**config.mk**
```make
export PLATFORM = sky130hd
export DESIGN_NAME = mem_arbiter
export DESIGN_NICKNAME = d
export VERILOG_FILES = /design/src/rtl/mem_arbiter.sv
export SDC_FILE = /design/constraint.sdc
export NUM_CORES = 1
export LEC_CHECK = 0
export CAP_MARGIN = 15
export CORE_MARGIN = 1.5
export CORE_UTILIZATION = 39
export CTS_CLUSTER_SIZE = 16
export DETAILED_ROUTE_END_ITERATION = 12
export GPL_ROUTABILITY_DRIVEN = 0
export PLACE_DENSITY_LB_ADDON = 0.3
export SLEW_MARGIN = 0
export SYNTH_ARGS = -nofsm -noshare
export SYNTH_HDL_FRONTEND = slang
export SYNTH_SLANG_ARGS = --single-unit
```
**constraint.sdc**
```tcl
create_clock -name clk -period 3.2 [get_ports clk]
set_clock_uncertainty 0.2 [all_clocks]
set_input_delay 0.64 -clock clk [delete_from_list [all_inputs] [get_ports clk]]
set_output_delay 0.64 -clock clk [all_outputs]
set_load 0.1 [all_outputs]
```
**src/rtl/mem_arbiter.sv**
```systemverilog
// Purpose: time-shares one single-port SRAM between fetch (F) and data (M) requesters.
// Latency: grant and SRAM strobe combinational; read data returned LAT+1 cycles after grant.
// Backpressure: requesters hold req until gnt; no grants while a read is in flight.
module mem_arbiter #(
    parameter int LAT        = 1,
    parameter int STARVE_MAX = 3
) (
    input  logic        clk,
    input  logic        rst,
    input  logic        f_req,
    input  logic [15:0] f_addr,
    output logic        f_gnt,
    output logic        f_rvalid,
    output logic [31:0] f_rdata,
    input  logic        m_req,
    input  logic [15:0] m_addr,
    input  logic [3:0]  m_w_en,
    input  logic [31:0] m_wdata,
    output logic        m_gnt,
    output logic        m_rvalid,
    output logic [31:0] m_rdata,
    output logic        mem_en,
    output logic [15:0] mem_addr,
    output logic [3:0]  mem_w_en,
    output logic [31:0] mem_wdata,
    input  logic [31:0] mem_rdata
);

    localparam logic [2:0] LAT_C    = 3'(LAT);
    localparam logic [2:0] STARVE_C = 3'(STARVE_MAX);

    typedef enum logic {
        S_IDLE = 1'b0,
        S_BUSY = 1'b1
    } state_t;

    state_t      r_state;
    state_t      w_state_nxt;
    logic        r_owner_m;
    logic [2:0]  r_lat_cnt;
    logic [2:0]  r_starve_cnt;
    logic [31:0] r_f_rdata;
    logic [31:0] r_m_rdata;
    logic        r_f_rvalid;
    logic        r_m_rvalid;

    logic        w_idle;
    logic        w_f_force;
    logic        w_m_win;
    logic        w_f_win;
    logic        w_rd_grant;
    logic        w_done;

    // Winner selection: data beats fetch unless fetch has lost STARVE_MAX times in a row.
    always_comb begin
        w_idle     = (r_state == S_IDLE);
        w_f_force  = f_req && (r_starve_cnt == STARVE_C);
        w_m_win    = w_idle && m_req && !w_f_force;
        w_f_win    = w_idle && f_req && !w_m_win;
        w_rd_grant = w_f_win || (w_m_win && (m_w_en == 4'b0000));
        w_done     = (r_state == S_BUSY) && (r_lat_cnt == LAT_C);
    end

    // State register.
    always_ff @(posedge clk or negedge rst) begin
        if (!rst) begin
            r_state <= S_IDLE;
        end else begin
            r_state <= w_state_nxt;
        end
    end

    // Next state and SRAM-side outputs; writes never leave IDLE.
    always_comb begin
        w_state_nxt = r_state;
        f_gnt       = w_f_win;
        m_gnt       = w_m_win;
        mem_en      = w_f_win || w_m_win;
        mem_addr    = 16'h0000;
        mem_w_en    = 4'b0000;
        mem_wdata   = 32'h0000_0000;
        if (w_m_win) begin
            mem_addr  = m_addr;
            mem_w_en  = m_w_en;
            mem_wdata = m_wdata;
        end else if (w_f_win) begin
            mem_addr  = f_addr;
        end
        case (r_state)
            S_IDLE: if (w_rd_grant) w_state_nxt = S_BUSY;
            S_BUSY: if (w_done) w_state_nxt = S_IDLE;
            default: w_state_nxt = S_IDLE;
        endcase
    end

    // Latency counter and owner of the in-flight read.
    always_ff @(posedge clk or negedge rst) begin
        if (!rst) begin
            r_lat_cnt <= 3'd0;
            r_owner_m <= 1'b0;
        end else if (w_idle) begin
            if (w_rd_grant) begin
                r_lat_cnt <= 3'd1;
                r_owner_m <= w_m_win;
            end
        end else if (w_done) begin
            r_lat_cnt <= 3'd0;
        end else begin
            r_lat_cnt <= r_lat_cnt + 3'd1;
        end
    end

    // Fetch starvation counter: counts M grants that beat a waiting fetch.
    always_ff @(posedge clk or negedge rst) begin
        if (!rst) begin
            r_starve_cnt <= 3'd0;
        end else if (!f_req || w_f_win) begin
            r_starve_cnt <= 3'd0;
        end else if (w_m_win && (r_starve_cnt != STARVE_C)) begin
            r_starve_cnt <= r_starve_cnt + 3'd1;
        end
    end

    // Capture read data for the owner on the last latency cycle; rvalid pulses one cycle.
    always_ff @(posedge clk or negedge rst) begin
        if (!rst) begin
            r_f_rdata  <= 32'h0000_0000;
            r_m_rdata  <= 32'h0000_0000;
            r_f_rvalid <= 1'b0;
            r_m_rvalid <= 1'b0;
        end else begin
            r_f_rvalid <= 1'b0;
            r_m_rvalid <= 1'b0;
            if (w_done) begin
                if (r_owner_m) begin
                    r_m_rdata  <= mem_rdata;
                    r_m_rvalid <= 1'b1;
                end else begin
                    r_f_rdata  <= mem_rdata;
                    r_f_rvalid <= 1'b1;
                end
            end
        end
    end

    assign f_rdata  = r_f_rdata;
    assign m_rdata  = r_m_rdata;
    assign f_rvalid = r_f_rvalid;
    assign m_rvalid = r_m_rvalid;

endmodule

```
-- Word level (Yosys, flattened, before mapping)
Index checks and enable logic that the tools add are counted.
- bits in registers: 74
- input port bits: 104
- logic and storage cells: 51
- output and inout bits: 121
- add/sub/neg operators: 2
- reductions and logical operators: 20
- bitwise logic cells: 2
- equality and inequality tests: 3
- muxes and demuxes: 16
- operator list (kind ; number):
    $mux W16 ; 2
    $mux W32 ; 1
    $mux W3 ; 5
    $logic_and A1 B1 Y1 ; 8
    $add A3 B1 Y3 const B ; 2
    $mux W1 ; 6
    $reduce_and A2 Y1 ; 3
    $logic_not A4 Y1 ; 1
    $mux W4 ; 1
    $reduce_bool A2 Y1 ; 2
    $eq A3 B1 Y1 const B ; 1
    $eq A3 B2 Y1 const B ; 1
    $logic_not A1 Y1 ; 3
    $logic_or A1 B1 Y1 ; 3
    $ne A3 B2 Y1 const B ; 1
    $not A1 Y1 ; 2
    $pmux W1 S2 ; 1

-- Longest topological paths before layout
Gate-level depths: netlist (run 1).
- depth after elaboration: 9
- gate-level depth with buffers: 7

-- Worst setup path after synthesis (run 1)
No wires, ideal clock.
- kind: register to output
- from: register r_starve_cnt[0]
- to: output port mem_addr[10]
- path buffers: 2
- cell stages (with the launch flop): 8
- data arrival time: 2291 ps
- slack: 69 ps
- cell sequence: dfrtp_1 > ha_1 > ha_1 > nand2_1 > and2_1 > buf_2 > buf_4 > a22o_1
- cells in the longest elaborated chain, start to end: 8
- RTL lines (element ; line ; source):
    start, declared ; 41 ; logic [2:0] r_starve_cnt;
    start signal, assigned ; 120 ; r_starve_cnt <= r_starve_cnt + 3'd1;
    $eq A3 B2 Y1 (*) ; 57 ; w_f_force = f_req && (r_starve_cnt == STARVE_C);
    $logic_and A1 B1 Y1 (*) ; 57 ;
    $logic_not A1 Y1 (*) ; 58 ; w_m_win = w_idle && m_req && !w_f_force;
    $logic_and A1 B1 Y1 (*) ; 58 ;
    via m_gnt ; 19 ; output logic m_gnt,
    $logic_not A1 Y1 ; 59 ; w_f_win = w_idle && f_req && !w_m_win;
    $logic_and A1 B1 Y1 ; 59 ;
    $mux W16 ; 86 ; end else if (w_f_win) begin
    $mux W16 (*) ; 82 ; if (w_m_win) begin
    end, declared ; 23 ; output logic [15:0] mem_addr,
The timed path passes the listed nets; every way through them passes the cells marked *.

-- Worst setup path after layout (run 1)
- from: input port m_req
- to: output port mem_wdata[11]
- cells in the longest elaborated chain, start to end: 3
- RTL lines (element ; line ; source):
    start, declared ; 15 ; input logic m_req,
    $logic_and A1 B1 Y1 (2 in series) ; 58 ;
    $mux W32 ; 82 ;
    end, declared ; 25 ; output logic [31:0] mem_wdata,
No other way between the ends.

==> results.json, run 1 <==
{
  "dr.pass1.iters": 4,
  "insertion_delay_ns": 0.33,
  "portBuffers": 224,
  "synth_mux_area_frac": 0.2403,
  "drt-initial-drc-count": 48,
  "vias": 2934,
  "finalSetupViolCount": 0,
  "layout_commonest_cell": "clkdlybuf4s50_1",
  "regArea_um2": 1852,
  "worst_pin_slew_ns": 0.9065,
  "crit_start": "m_req",
  "critPathKind": "input pin to output pin",
  "finalSetupTns_ns": 0,
  "start_kind": "input pin",
  "cts_buffer_depth": 2,
  "core_area_um2": 8721,
  "cts_root_buffer": "clkbuf_8",
  "htree_levels": 3,
  "hp-class": "input pin to asynchronous set/reset pin",
  "drcViolationCount": 0,
  "synth_fa_ha_area_frac": 0.01430,
  "postSynthAreaPerCell_um2": 14.00,
  "hold_violations": 0,
  "grt_pass1_wl_mm": 16.39,
  "synthXorXnorAreaFrac": 0,
  "yosysSeqAreaShare": 0.5291,
  "initial_core_util": 0.4013,
  "cts_made_buffers": 9,
  "slew_viol_final": 0,
  "critPathCaptureType": "output pin",
  "numPlacedInstances": 569,
  "post-route-min-period_ns": 2.939,
  "cts-resized-gates": 0,
  "grt_pass1_vias": 3161,
  "crit_fanout": 40,
  "finish.utilization": 0.7277,
  "cpPeakStageDelay_ns": 0.50,
  "core.rowCount": 34,
  "nets": 580,
  "maxCapViolations": 0,
  "synth_top_family_by_area": "multiplexers",
  "grt_antenna_before_repair": 0,
  "ios": 225,
  "cts.clk_slew.worst_paths_ns": 0.08,
  "relSlewSlack": 0.3949,
  "clock_sinks": 74,
  "wl_per_cell_um": 17.86,
  "rsz0062_at_grt": "no",
  "worst_path_max_delay_cell": "clkdlybuf4s50_1",
  "ys_types": 31,
  "cts.hold.buffers_added": 0,
  "place_hpwl_mm": 8.224,
  "grt-ovfl-total": 0,
  "synth.ff_latch_count": 74,
  "reg2reg_from": "r_lat_cnt[1]",
  "n_fill_cell": 596,
  "min_period_over_period": 0.9185,
  "post_cts_buffers": 0,
  "die_y_um": 97.73,
  "postSynthCellCount": 250,
  "synth_warnings": 0,
  "syn_nets": 358,
  "diodes": 0,
  "synth_area_um2": 3500,
  "dieArea_um2": 9550,
  "critical_path_arrival_ns": 2.10,
  "final_cell_mix": "102 x clkdlybuf4s50_1, 74 x dfrtp_1, 71 x buf_4, 56 x buf_12",
  "cp.required_ns": 2.36,
  "path_cells": "clkdlybuf4s50_1 -> nor2b_2 -> buf_4 -> and3_1 -> buf_12",
  "fp.dieW_um": 97.73,
  "grt_max_degree": 41,
  "cts_tree": "done",
  "multi_input_area_um2": 1456,
  "grt_usage": 0.2180,
  "routed_via_density": 5.015,
  "synth_compound_area_frac": 0.06114,
  "area_growth_syn_to_layout_pct": 81.34,
  "yosys.area_share.simple": 0.1005,
  "outcome": "finished, final reports clean",
  "fin_cells": 585,
  "fmax_mhz": 340.2,
  "drive_above_1_share": 0.4486,
  "drt-total-wl_mm": 10.45,
  "drtAntennaViolNets": 0
}
==> critical path, delay by kind of cell <==
kind                   cells  cell delay, ns
AND/OR/NAND/NOR            2            0.44
buffers and inverters      3            1.01
==> synth_stat cells (all sizes together) <==
cell	count	area, um^2
a31o	1	8.760
nor4	1	6.260
o21a	1	7.510
nor3b	2	26.28
and2	2	12.51
and3	37	236.5
nor2	6	22.52
nand3	2	15.01
nand2	1	3.750
a32o	1	10.01
a21oi	2	10.01
nand2b	1	6.260
a32oi	2	17.52
a22oi	1	7.510
inv	8	30.03
a31oi	2	12.51
mux2	65	840.8
nor2b	2	22.52
buf	12	135.1
ha	4	50.05
a22o	16	140.1
clkbuf	7	26.28
dfrtp	74	1852
==> flip-flops by register name, summed over array words and instances (netlist names) <==
register      count
r_owner_m         1
m_rdata          32
r_starve_cnt      3
r_lat_cnt         3
m_rvalid          1
r_state           1
f_rdata          32
f_rvalid          1
==> metrics by stage <==
| stage | setup WS (ns) | instance area, um^2 | hold WS, ns |
|---|---|---|---|
| floorplan | 0.06899 | 3500 | 0.1444 |
| global placement | 0.3171 | 6153 | 0.2884 |
| detailed placement | 0.2668 | 6153 | 0.2943 |
| CTS | 0.2650 | 6346 | 0.1602 |
| global route | 0.1684 | 6346 | 0.1905 |
| finish | 0.2609 | 6346 | 0.1602 |
==> logic make-up after synthesis <==
kind of cell | after synthesis
flops | 74
compound gates | 26
mux | 65
buf+inv | 27
fa+ha+maj | 4
simple gates | 54
==> worst paths after layout <==
| kind | slack (ns) | depth (start not counted) | endpoint |
|---|---|---|---|
| max in group asynchronous | 2.30 | 2 | r_starve_cnt[1] |
| min | 0.16 | 2 | f_rdata[22] |
| max reg2reg | 0.73 | 5 | m_rdata[7] |
| min reg2reg | 0.31 | 1 | m_rdata[26] |
| min in group clk | 0.31 | 1 | m_rdata[26] |
| max | 0.26 | 5 | mem_wdata[11] |
==> layout make-up <==
| class | count | share of cell area |
|---|---|---|
| Timing Repair Buffer | 230 | 0.4223 |
| Clock buffer | 10 | 0.02011 |
| Tap cell | 108 | 0.02129 |
| Sequential cell | 74 | 0.2918 |
| Inverter | 8 | 0.004732 |
| Multi-Input combinational cell | 149 | 0.2295 |
| Clock inverter | 6 | 0.01025 |
==> metal layers <==
layer  track usage  part of all wire
met1        0.2497              0.38
met2        0.3937              0.53
met3       0.06115             0.067
met4       0.06813             0.020
met5             0                 0
Power of run 1 is not shown: default switching activity piles up to over one toggle a cycle in this logic, so the estimate is an artifact.
==> run 2, diff against run 1 <==
--- a/config.mk
+++ b/config.mk
@@ -11,6 +11,7 @@
 export CTS_CLUSTER_SIZE = 16
 export DETAILED_ROUTE_END_ITERATION = 12
 export GPL_ROUTABILITY_DRIVEN = 0
+export GPL_TIMING_DRIVEN = 0
 export PLACE_DENSITY_LB_ADDON = 0.3
 export SLEW_MARGIN = 0
 export SYNTH_ARGS = -nofsm -noshare
==> results.json, run 2 (synthesis gave the netlist of run 1 again) <==
{
  "outcome": "finished, final reports clean",
  "clock_sinks": 74,
  "grt_pass1_wl_mm": 15.82,
  "die_y_um": 97.73,
  "drtAntennaViolNets": 0,
  "n_fill_cell": 675,
  "grt_pass1_vias": 3067,
  "final_cell_mix": "167 x clkdlybuf4s50_1, 74 x dfrtp_1, 42 x buf_2, 36 x and3_1, 36 x mux2_2",
  "core.rowCount": 34,
  "place_hpwl_mm": 7.927,
  "pre_cts_ws_ns": -0.9310,
  "cts.clk_slew.worst_paths_ns": 0.08,
  "cpPeakStageDelay_ns": 0.51,
  "nets": 594,
  "wl_per_cell_um": 16.83,
  "layout_commonest_cell": "clkdlybuf4s50_1",
  "insertion_delay_ns": 0.33,
  "post-route-min-period_ns": 3.125,
  "hold_violations": 0,
  "drive_above_1_share": 0.3143,
  "core_area_um2": 8721,
  "grt-ovfl-total": 0,
  "htree_levels": 3,
  "critPathKind": "input pin to output pin",
  "drt-total-wl_mm": 10.06,
  "grt_antenna_before_repair": 0,
  "cts_buffer_depth": 2,
  "fin_cells": 598,
  "crit_start": "m_req",
  "critical_path_arrival_ns": 2.28,
  "crit_fanout": 10,
  "cts_made_buffers": 9,
  "finalSetupViolCount": 0,
  "routed_via_density": 4.871,
  "cts.hold.buffers_added": 0,
  "reg2reg_from": "r_starve_cnt[0]",
  "drt-initial-drc-count": 54,
  "initial_core_util": 0.4013,
  "diodes": 0,
  "cp.required_ns": 2.36,
  "drcViolationCount": 0,
  "slew_viol_final": 0,
  "relSlewSlack": 0.3146,
  "grt_usage": 0.2110,
  "fmax_mhz": 320.0,
  "rsz0062_at_grt": "no",
  "ios": 225,
  "cp_top_family": "buffers and inverters",
  "worst_slack_ns": 0.07520,
  "dieArea_um2": 9550,
  "hp-class": "input pin to asynchronous set/reset pin",
  "critPathCaptureType": "output pin",
  "finalSetupTns_ns": 0,
  "fp.dieW_um": 97.73,
  "crit_buf_inv": 3,
  "grt_max_degree": 75,
  "worst_path_max_delay_cell": "clkdlybuf4s50_1",
  "cts_root_buffer": "clkbuf_8",
  "dr.pass1.iters": 4,
  "maxCapViolations": 0,
  "min_period_over_period": 0.9765,
  "portBuffers": 224,
  "cts_tree": "done",
  "path_cells": "clkdlybuf4s50_1 -> nor2b_4 -> clkbuf_1 -> and3_1 -> buf_2",
  "holdWs_ns": 0.2116,
  "numPlacedInstances": 582,
  "start_kind": "input pin",
  "worst_pin_slew_ns": 1.025,
  "vias": 2913,
  "area_growth_syn_to_layout_pct": 69.72
}
==> run 2: cell type report <==
class	instances	area (um^2)	area share
inverters	8	30.03	0.005056
repair buffers	225	2066	0.3478
flip-flops and latches	74	1852	0.3118
plain buffers	19	161.4	0.02718
clock buffers	10	127.6	0.02149
clock inverters	5	103.9	0.01748
multi-input cells	149	1464	0.2465
well taps	108	135.1	0.02275
==> run 2: routing by layer <==
metal / vias up / global-route usage / part of all wire
li1: 1371 / - / -
met1: 1387 / 0.2405 / 0.40
met2: 140 / 0.3771 / 0.51
met3: 15 / 0.06619 / 0.066
met4: 0 / 0.06593 / 0.021
met5: - / 0 / 0
==> run 2: worst paths after layout <==
kind	to	slack (ns)	cells after the start
max in group asynchronous	r_starve_cnt[1]	1.96	1
min	f_rdata[24]	0.21	1
min in group clk	m_rdata[2]	0.31	1
max	mem_w_en[1]	0.08	5
max reg2reg	r_lat_cnt[2]	1.08	6
min reg2reg	m_rdata[2]	0.31	1
==> run 2: repair_timing <==
item / in CTS / in global routing
resized for setup: 273 / 26
pin swaps: 1 / 0
buffers inserted: 1 / 0
setup endpoints to repair: 55 / 51
cloned: 0 / 0
==> run 2: per-stage QoR <==
stage	instance area (um^2)	util
6_report	5939	0.6811
5_1_grt	5939	0.6811
4_1_cts	5919	0.6788
3_5_place_dp	5874	0.6736
3_3_place_gp	5877	0.6739
2_1_floorplan	3500	-
==> run 2: worst register-to-register path: stages (launching register included) <==
cell and delay [ns]:
dfrtp_1 0.40, ha_1 0.22, ha_1 0.20, nand2_2 0.11, clkbuf_1 0.31, nand3_1 0.25
a32o_1 0.31
Power of run 2 is left out for the same reason.
